File: src/rtl/intersection_ctrl.sv
// Two-road intersection scheduler: NS main road rests green, EW side road and an
// optional pedestrian WALK phase (enabled by INTERSECTION_PED_EN) are served on demand.
module intersection_ctrl #(
    parameter int unsigned GREEN_TIME  = 15,
    parameter int unsigned YELLOW_TIME = 5,
    parameter int unsigned ALLRED_TIME = 2,
    parameter int unsigned WALK_TIME   = 8
) (
    input  logic       div_clk,
    input  logic       reset,
    input  logic       sensor_ew,
    input  logic       ped_req,
    output logic [1:0] ns_status,
    output logic [1:0] ew_status,
    output logic [3:0] value,
    output logic       walk,
    output logic       ped_ack,
    output logic [2:0] phase
);

    localparam int unsigned CNT_W = 4;

    typedef enum logic [2:0] {
        NS_G = 3'd0,
        NS_Y = 3'd1,
        AR_A = 3'd2,
        EW_G = 3'd3,
        EW_Y = 3'd4,
        AR_B = 3'd5
`ifdef INTERSECTION_PED_EN
        , WALK = 3'd6
`endif
    } state_e;

    state_e           state_q, state_d;
    logic [CNT_W-1:0] value_q, value_d;
    logic [1:0]       ns_q, ew_q;
    logic             ew_pend_q;
    logic             ped_pend_q;

    // Countdown load for the state being entered.
    function automatic logic [CNT_W-1:0] dur(input state_e s);
        case (s)
            NS_G, EW_G: dur = CNT_W'(GREEN_TIME);
            NS_Y, EW_Y: dur = CNT_W'(YELLOW_TIME);
            AR_A, AR_B: dur = CNT_W'(ALLRED_TIME);
`ifdef INTERSECTION_PED_EN
            WALK:       dur = CNT_W'(WALK_TIME);
`endif
            default:    dur = CNT_W'(GREEN_TIME);
        endcase
    endfunction

    // Light codes {ns, ew}: 0 green, 1 yellow, 2 red.
    function automatic logic [3:0] lights(input state_e s);
        case (s)
            NS_G:    lights = {2'd0, 2'd2};
            NS_Y:    lights = {2'd1, 2'd2};
            EW_G:    lights = {2'd2, 2'd0};
            EW_Y:    lights = {2'd2, 2'd1};
            default: lights = {2'd2, 2'd2};
        endcase
    endfunction

    // Next-state: count down, decide only when the count has reached zero.
    always_comb begin
        state_d = state_q;
        value_d = value_q;
        if (value_q != '0) begin
            value_d = value_q - CNT_W'(1);
        end else begin
            case (state_q)
                NS_G: if (ew_pend_q || ped_pend_q) state_d = NS_Y;
                NS_Y: state_d = AR_A;
`ifdef INTERSECTION_PED_EN
                AR_A: state_d = ew_pend_q ? EW_G : WALK;
                AR_B: state_d = ped_pend_q ? WALK : NS_G;
                WALK: state_d = NS_G;
`else
                AR_A: state_d = EW_G;
                AR_B: state_d = NS_G;
`endif
                EW_G: state_d = EW_Y;
                EW_Y: state_d = AR_B;
                default: state_d = NS_G;
            endcase
            if (state_d != state_q) value_d = dur(state_d);
        end
    end

    always_ff @(posedge div_clk) begin
        if (reset) begin
            state_q   <= NS_G;
            value_q   <= CNT_W'(GREEN_TIME);
            ns_q      <= 2'd0;
            ew_q      <= 2'd2;
            ew_pend_q <= 1'b0;
        end else begin
            state_q      <= state_d;
            value_q      <= value_d;
            {ns_q, ew_q} <= lights(state_d);
            // A request on the edge that grants EW is absorbed by that grant.
            if (state_d == EW_G && state_q != EW_G) ew_pend_q <= 1'b0;
            else if (sensor_ew && state_q != EW_G)  ew_pend_q <= 1'b1;
        end
    end

`ifdef INTERSECTION_PED_EN
    logic walk_q, ack_q;

    always_ff @(posedge div_clk) begin
        if (reset) begin
            ped_pend_q <= 1'b0;
            walk_q     <= 1'b0;
            ack_q      <= 1'b0;
        end else begin
            walk_q <= (state_d == WALK);
            ack_q  <= (state_d == WALK) && (state_q != WALK);
            if (state_d == WALK && state_q != WALK) ped_pend_q <= 1'b0;
            else if (ped_req && state_q != WALK)    ped_pend_q <= 1'b1;
        end
    end

    assign walk    = walk_q;
    assign ped_ack = ack_q;
`else
    logic [CNT_W:0] unused_c;

    assign unused_c   = {ped_req, CNT_W'(WALK_TIME)};
    assign ped_pend_q = 1'b0;
    assign walk       = 1'b0;
    assign ped_ack    = 1'b0;
`endif

    assign ns_status = ns_q;
    assign ew_status = ew_q;
    assign value     = value_q;
    assign phase     = state_q;

endmodule

File: config.mk
export PLATFORM = sky130hd
export DESIGN_NAME = intersection_ctrl
export DESIGN_NICKNAME = d
export VERILOG_FILES = /design/src/rtl/intersection_ctrl.sv
export SDC_FILE = /design/constraint.sdc
export NUM_CORES = 1
export LEC_CHECK = 0
export ABC_AREA = 1
export CAP_MARGIN = 20
export CORE_MARGIN = 2
export CORE_UTILIZATION = 40
export DETAILED_ROUTE_END_ITERATION = 6
export PLACE_DENSITY_LB_ADDON = 0.15
export SLEW_MARGIN = 30
export SYNTH_ARGS = -nofsm -noshare
export SYNTH_HDL_FRONTEND = slang
export SYNTH_SLANG_ARGS = --single-unit
File: constraint.sdc
create_clock -name div_clk -period 1.45 [get_ports div_clk]
set_input_delay 0.145 -clock div_clk [delete_from_list [all_inputs] [get_ports div_clk]]
set_output_delay 0.145 -clock div_clk [all_outputs]
set_load 0.005 [all_outputs]
==> results.yml, run 1 <==
run_status:
  outcome: "finished, final reports clean"
global_routing:
  grt_usage_pct: 17.1
  grt_pass1_vias: 607
  antenna_found_initial: 0
  grt.busiest_layer: "met2"
  use_met1_pct: 19.3
  grt_util_met2_pct: 30.6
  grt_max_degree: 9
  grt_pass1_wl_mm: 2.44
  grt_overflow: 0
  grtUsageMet3_pct: 3.67
detailed_routing:
  post_drt_via_cell_ratio: 4.93
  ant_nets: 0
  first_pass_iters: 4
  vias: 660
  wl_mm: 1.40
  first_iter_violations: 13
  wl_per_cell_um: 10.4
  drc: 0
pwr:
  power_density_mw_per_mm2: 796
  leakage_nw: 0.438
  power_frac_clock_pct: 38.8
  power_frac_comb_pct: 11.6
  ir_drop_mv: 0.445
  p_seq_share_pct: 49.6
  switchingPower_w: 0.000164
  power_switching_share_pct: 23.5
  p_int_w: 0.000534
cts:
  cts_made_buffers: 3
  cts_max_level: 1
  insertion_delay_ns: 0.27
  cts_tree: "yes"
  cts.sinks: 12
  cts_root_buf: "clkbuf_4"
  hold_buffers: 0
  clock_path_buffers: 2
  clkTransAtPathRegs_ns: 0.08
synthesis:
  yosysWarnings: 0
  yosys.area.top_type: "dfxtp_1"
  avgSynthCellArea_um2: 6.66
  synth.top_cells.by_area: "dfxtp_1 37%, nand2_1 18%, nand3_1 8.4%"
  synth-edff-count: 0
  yosys-top-cells-count: "32 x nand2_1, 12 x dfxtp_1, 12 x inv_1, 11 x nand3_1, 7 x nor2_1"
  syn_inst: 98
  yosysSeqAreaShare_pct: 36.8
  ys.flop_type: "dfxtp_1"
  synth_cell_type_count: 17
  synth_top_area_share_pct: 36.8
  synth.most_common_cell: "nand2_1"
  synthArstFlopShare_pct: 0
  synth_seq_cells: 12
  mappedNetlistArea_um2: 653
setup_path:
  required_ns: 1.31
  worstPathCellList: "clkdlybuf4s50_1"
  critPathSlowestCell: "clkdlybuf4s50_1"
  reg2reg_depth: 9
  critical-path-max-stage-delay_ns: 0.54
  timing.rr.end: "ew_status[1]"
  worst_setup_path_start_kind: "flop"
  regToRegSetupSlack_ns: 0.14
  crit_buf_inv: 1
  crit_arrival_ns: 1.23
  worstPathMaxFanout: 5
  crit_family: "buffers and inverters"
  critPathKind: "reg -> out"
  end_kind: "output pin"
  rr_startpoint: "value[0]"
finish:
  synthToLayoutAreaGrowth_pct: 34.1
  multi_input_area_um2: 365
  area.sequential_um2: 245
  final_nets: 125
  final_layout_size_suffix_gt1_share_pct: 20.3
  insertedDiodeCount: 0
  num-fill-cells: 151
  fin_util_pct: 57.5
floorplan:
  fp.dieW_um: 44.4
  io_pins: 17
  dieArea_mm2: 0.00197
  rows: 14
  core_area_mm2: 0.00152
  start_util_pct: 42.9
  fp.dieH_um: 44.4
timing:
  finalSetupViolCount: 0
  period_share_pct: 94.9
  fin_crit_ns: 1.38
  fmax_ghz: 0.727
  grt_setup_unrepaired: "no"
  hold_violations: 0
  holdWs_ns: 0.457
  slew_viol_final: 0
  finalSetupTns_ns: 0
  finClkSkew_ns: 0.00568
flow_run:
  cap_violations: 0
placed_design:
  place_hpwl_mm: 1.06
  io_buffers: 13
  gp_congestion: 0.843
min_path:
  hold_start: "reset"
  min_path_cells: 2
  holdPathEnd: "ns_status[0]"
  hp-class: "in -> reg"
==> worst max-delay path by stage <==
stage	from	cells past startpoint	endpoint	slack, ns
floorplan	value[0]	9	ew_status[1]	0.12
global placement	value[1]	9	ew_status[1]	0.06
detailed placement	value[1]	9	ew_status[1]	0.03
CTS	phase[2]	1	phase[2]	0.01
global route	value[0]	9	ew_status[1]	0.005
finish	value[2]	1	value[2]	0.07
==> cell families after synthesis <==
family,share of synthesized area (%)
AND/OR/NAND/NOR,42.3
buffers and inverters,9.77
flip-flops,36.8
AO/OA/AOI/OAI,5.36
adder cells (fa/ha/maj),3.83
XOR/XNOR,1.34
other,0.574
==> per-stage QoR <==
step	setup slack, ns	area (um2)	cells	total power [W]
floorplan	0.119	657	99	0.000393
global placement	0.0572	822	130	0.000427
detailed placement	0.0291	822	130	0.000429
CTS	0.0110	860	134	0.000699
global route	0.00450	876	134	0.000729
finish	0.0744	876	134	0.000697
==> timing repair <==
item / CTS / global route
buffers inserted: 0 / 0
endpoints found under the setup margin: 1 / 10
gates resized for setup: 1 / 7
==> final cells by class <==
class	instances	share of cell area [%]
clock buffers	4	4.14
inverters	13	5.57
well taps	16	2.29
flip-flops and latches	12	28.0
multi-input cells	72	41.7
repair buffers	17	18.3
==> sequential cells by signal (all words and copies together), names as in the netlist <==
name       cells
phase          3
ew_pend_q      1
value          4
ew_status      2
ns_status      2
==> cell usage in the layout (no fill, tap or decap) <==
master,Yosys,routed
clkdlybuf4s50_1,0,13
inv_1,12,11
nand3_2,2,2
clkbuf_8,0,1
a21oi_1,4,4
ha_4,0,1
nand4_1,1,1
nor2_1,7,7
dfxtp_2,0,4
o21ai_1,0,1
nand2_1,32,32
xnor2_1,1,1
o21ai_0,3,2
inv_2,1,2
conb_1,1,2
nor2_2,2,2
dfxtp_1,12,8
nor2_4,1,1
buf_4,2,4
ha_1,2,1
nand2_2,4,4
clkbuf_4,0,3
nand3_1,11,11
==> layer usage <==
layer	part of all wire, %	vias to the layer above
met3	5.2	2
met2	49	18
li1	-	342
met1	45	298
met4	1.0	0
met5	0	-
==> power by group through the flow <==
stage / Sequential (W) / Combinational, W / Clock [W]
global route: 0.000347 / 0.0000928 / 0.000289
finish: 0.000346 / 0.0000810 / 0.000271
floorplan: 0.000355 / 0.0000384 / 0
detailed placement: 0.000353 / 0.0000756 / 0
CTS: 0.000345 / 0.0000761 / 0.000278
global placement: 0.000353 / 0.0000741 / 0
Note: power is estimated with default switching activity, not from simulation.
==> inputs of run 2 (changes only) <==
==> constraint.sdc (replaced) <==
create_clock -name div_clk -period 1.45 [get_ports div_clk]
set_input_delay 0.29 -clock div_clk [delete_from_list [all_inputs] [get_ports div_clk]]
set_output_delay 0.29 -clock div_clk [all_outputs]
set_load 0.005 [all_outputs]
==> run 2 against run 1 <==
Net effect: die area unchanged; design area increased by 7.3%; count of clock-buffer cells in the layout unchanged; non-clock buffer count up 7; routed wire length up 7.7%; utilization grew 4.2 points; flip-flop and latch count did not move; first-iteration DRC count is 7.7% higher; sequential share of layout area down 0.57 points; clock power barely moved; critical path depth is the same; critical endpoint is now phase[2]; via count grew 5.3%.
==> results.yml, run 2 (same netlist as run 1, synthesis figures left out) <==
timing:
  period_share_pct: 97.0
  finClkSkew_ns: 0.00662
  hold_violations: 0
  finalSetupViolCount: 0
  fmax_ghz: 0.711
  holdWs_ns: 0.520
  slew_viol_final: 0
  fin_crit_ns: 1.41
pwr:
  p_int_w: 0.000532
  leakage_nw: 0.477
  power_density_mw_per_mm2: 745
  switchingPower_w: 0.000168
  ir_drop_mv: 0.590
  p_seq_share_pct: 48.5
  power_frac_comb_pct: 12.4
  power_switching_share_pct: 24.0
  p_total_w: 0.000700
  power_frac_clock_pct: 39.1
setup_path:
  rr_startpoint: "value[1]"
  end_kind: "output pin"
  worst_setup_path_start_kind: "flop"
  critPathKind: "reg -> out"
  critPathSlowestCell: "clkdlybuf4s50_1"
  startpoint: "phase[2]"
  crit_arrival_ns: 1.12
  regToRegSetupSlack_ns: 0.11
  crit_family: "buffers and inverters"
  critical-path-max-stage-delay_ns: 0.49
  worstPathCellList: "clkdlybuf4s50_1"
  crit_buf_inv: 1
  worstPathMaxFanout: 2
  required_ns: 1.16
global_routing:
  antenna_found_initial: 0
  grt_max_degree: 8
  grt_pass1_vias: 616
  grt_pass1_wl_mm: 2.54
  grt_overflow: 0
  grt_usage_pct: 17.6
finish:
  final_nets: 132
  insertedDiodeCount: 0
  layout_common_cells: "32 x nand2_1, 12 x inv_1, 11 x nand3_1, 11 x buf_4, 9 x clkdlybuf4s50_1"
  synthToLayoutAreaGrowth_pct: 43.9
  final_common_cell: "nand2_1"
  final_layout_size_suffix_gt1_share_pct: 25.6
  num-fill-cells: 157
  largest_reg_flops: 4
detailed_routing:
  drc: 0
  first_pass_iters: 4
  first_iter_violations: 14
  ant_nets: 0
  wl_per_cell_um: 10.7
  post_drt_via_cell_ratio: 4.93
  wl_mm: 1.51
  vias: 695
floorplan:
  dieArea_mm2: 0.00197
  fp.dieW_um: 44.4
  start_util_pct: 42.9
  io_pins: 17
  fp.dieH_um: 44.4
  core_area_mm2: 0.00152
  rows: 14
min_path:
  hp-class: "reg -> reg"
  hold_start: "ew_pend_q"
flow_run:
  cap_violations: 0
cts:
  cts_max_level: 1
  cts_made_buffers: 3
  cts_tree: "yes"
  clkTransAtPathRegs_ns: 0.08
  cts_root_buf: "clkbuf_4"
  clock_path_buffers: 2
  insertion_delay_ns: 0.28
  cts.sinks: 12
placed_design:
  gp_congestion: 0.852
  io_buffers: 13
  place_hpwl_mm: 1.12
run_status:
  outcome: "finished, final reports clean"
-- run 2: changes by cell type in the layout (fill, tap and decap cells not counted), sizes merged --
cell and delta:
clkdlybuf4s50 -4, dlymetal6s2s +1, buf +7, dlygate4sd2 +3
-- run 2: power by group through the flow --
stage | clock, W | sequential, W | combinational, W
after floorplan | 0 | 0.000355 | 0.0000384
after global placement | 0 | 0.000353 | 0.0000759
after detailed placement | 0 | 0.000353 | 0.0000777
after CTS | 0.000271 | 0.000340 | 0.0000754
after global routing | 0.000287 | 0.000341 | 0.0000991
final | 0.000273 | 0.000339 | 0.0000871
-- run 2: worst paths after layout --
| check | cells after the start | endpoint |
|---|---|---|
| max reg2reg | 9 | ew_status[1] |
| min | 2 | ew_pend_q |
| max | 1 | phase[2] |
| min reg2reg | 2 | ew_pend_q |
-- run 2: repair_timing --
action,CTS,global route
buffers inserted,1,4
gates resized for setup,14,2
gates cloned,0,0
hold buffers,0,0
setup endpoints to repair,6,4
-- run 2: tightest hold or removal path, delay by kind of cell (launching register included) --
kind             cells  cell delay, ns
flip-flops           1            0.36
AND/OR/NAND/NOR      1            0.08
AO/OA/AOI/OAI        1            0.05
-- run 2: final cells by class --
type | instances | area, um2 | share of cell area [%]
Clock buffer | 4 | 36.3 | 3.86
Timing Repair Buffer | 24 | 211 | 22.5
Tap cell | 16 | 20.0 | 2.13
Multi-Input combinational cell | 72 | 365 | 38.9
Sequential cell | 12 | 258 | 27.4
Inverter | 13 | 48.8 | 5.19
-- run 2: metal layers --
metal,vias to the layer above,share of wire (%),GRT usage [%]
met1,318,44,19.8
met4,0,1.5,5.45
met3,4,2.9,3.67
li1,359,-,-
met2,14,52,32.6
met5,-,0,0
-- run 2: per-stage QoR --
| step | worst slack (ns) | util (%) | instance area (um2) | cells | TNS (ns) |
|---|---|---|---|---|---|
| 4_1_cts | 0.00655 | 58.9 | 897 | 137 | 0 |
| 3_5_place_dp | 0.0220 | 54.9 | 837 | 132 | 0 |
| 6_report | 0.0442 | 61.7 | 940 | 141 | 0 |
| 5_1_grt | -0.00728 | 61.7 | 940 | 141 | -0.00728 |
| 3_3_place_gp | 0.0571 | 54.9 | 837 | 132 | 0 |
| 2_1_floorplan | 0.119 | - | 657 | 99 | 0 |
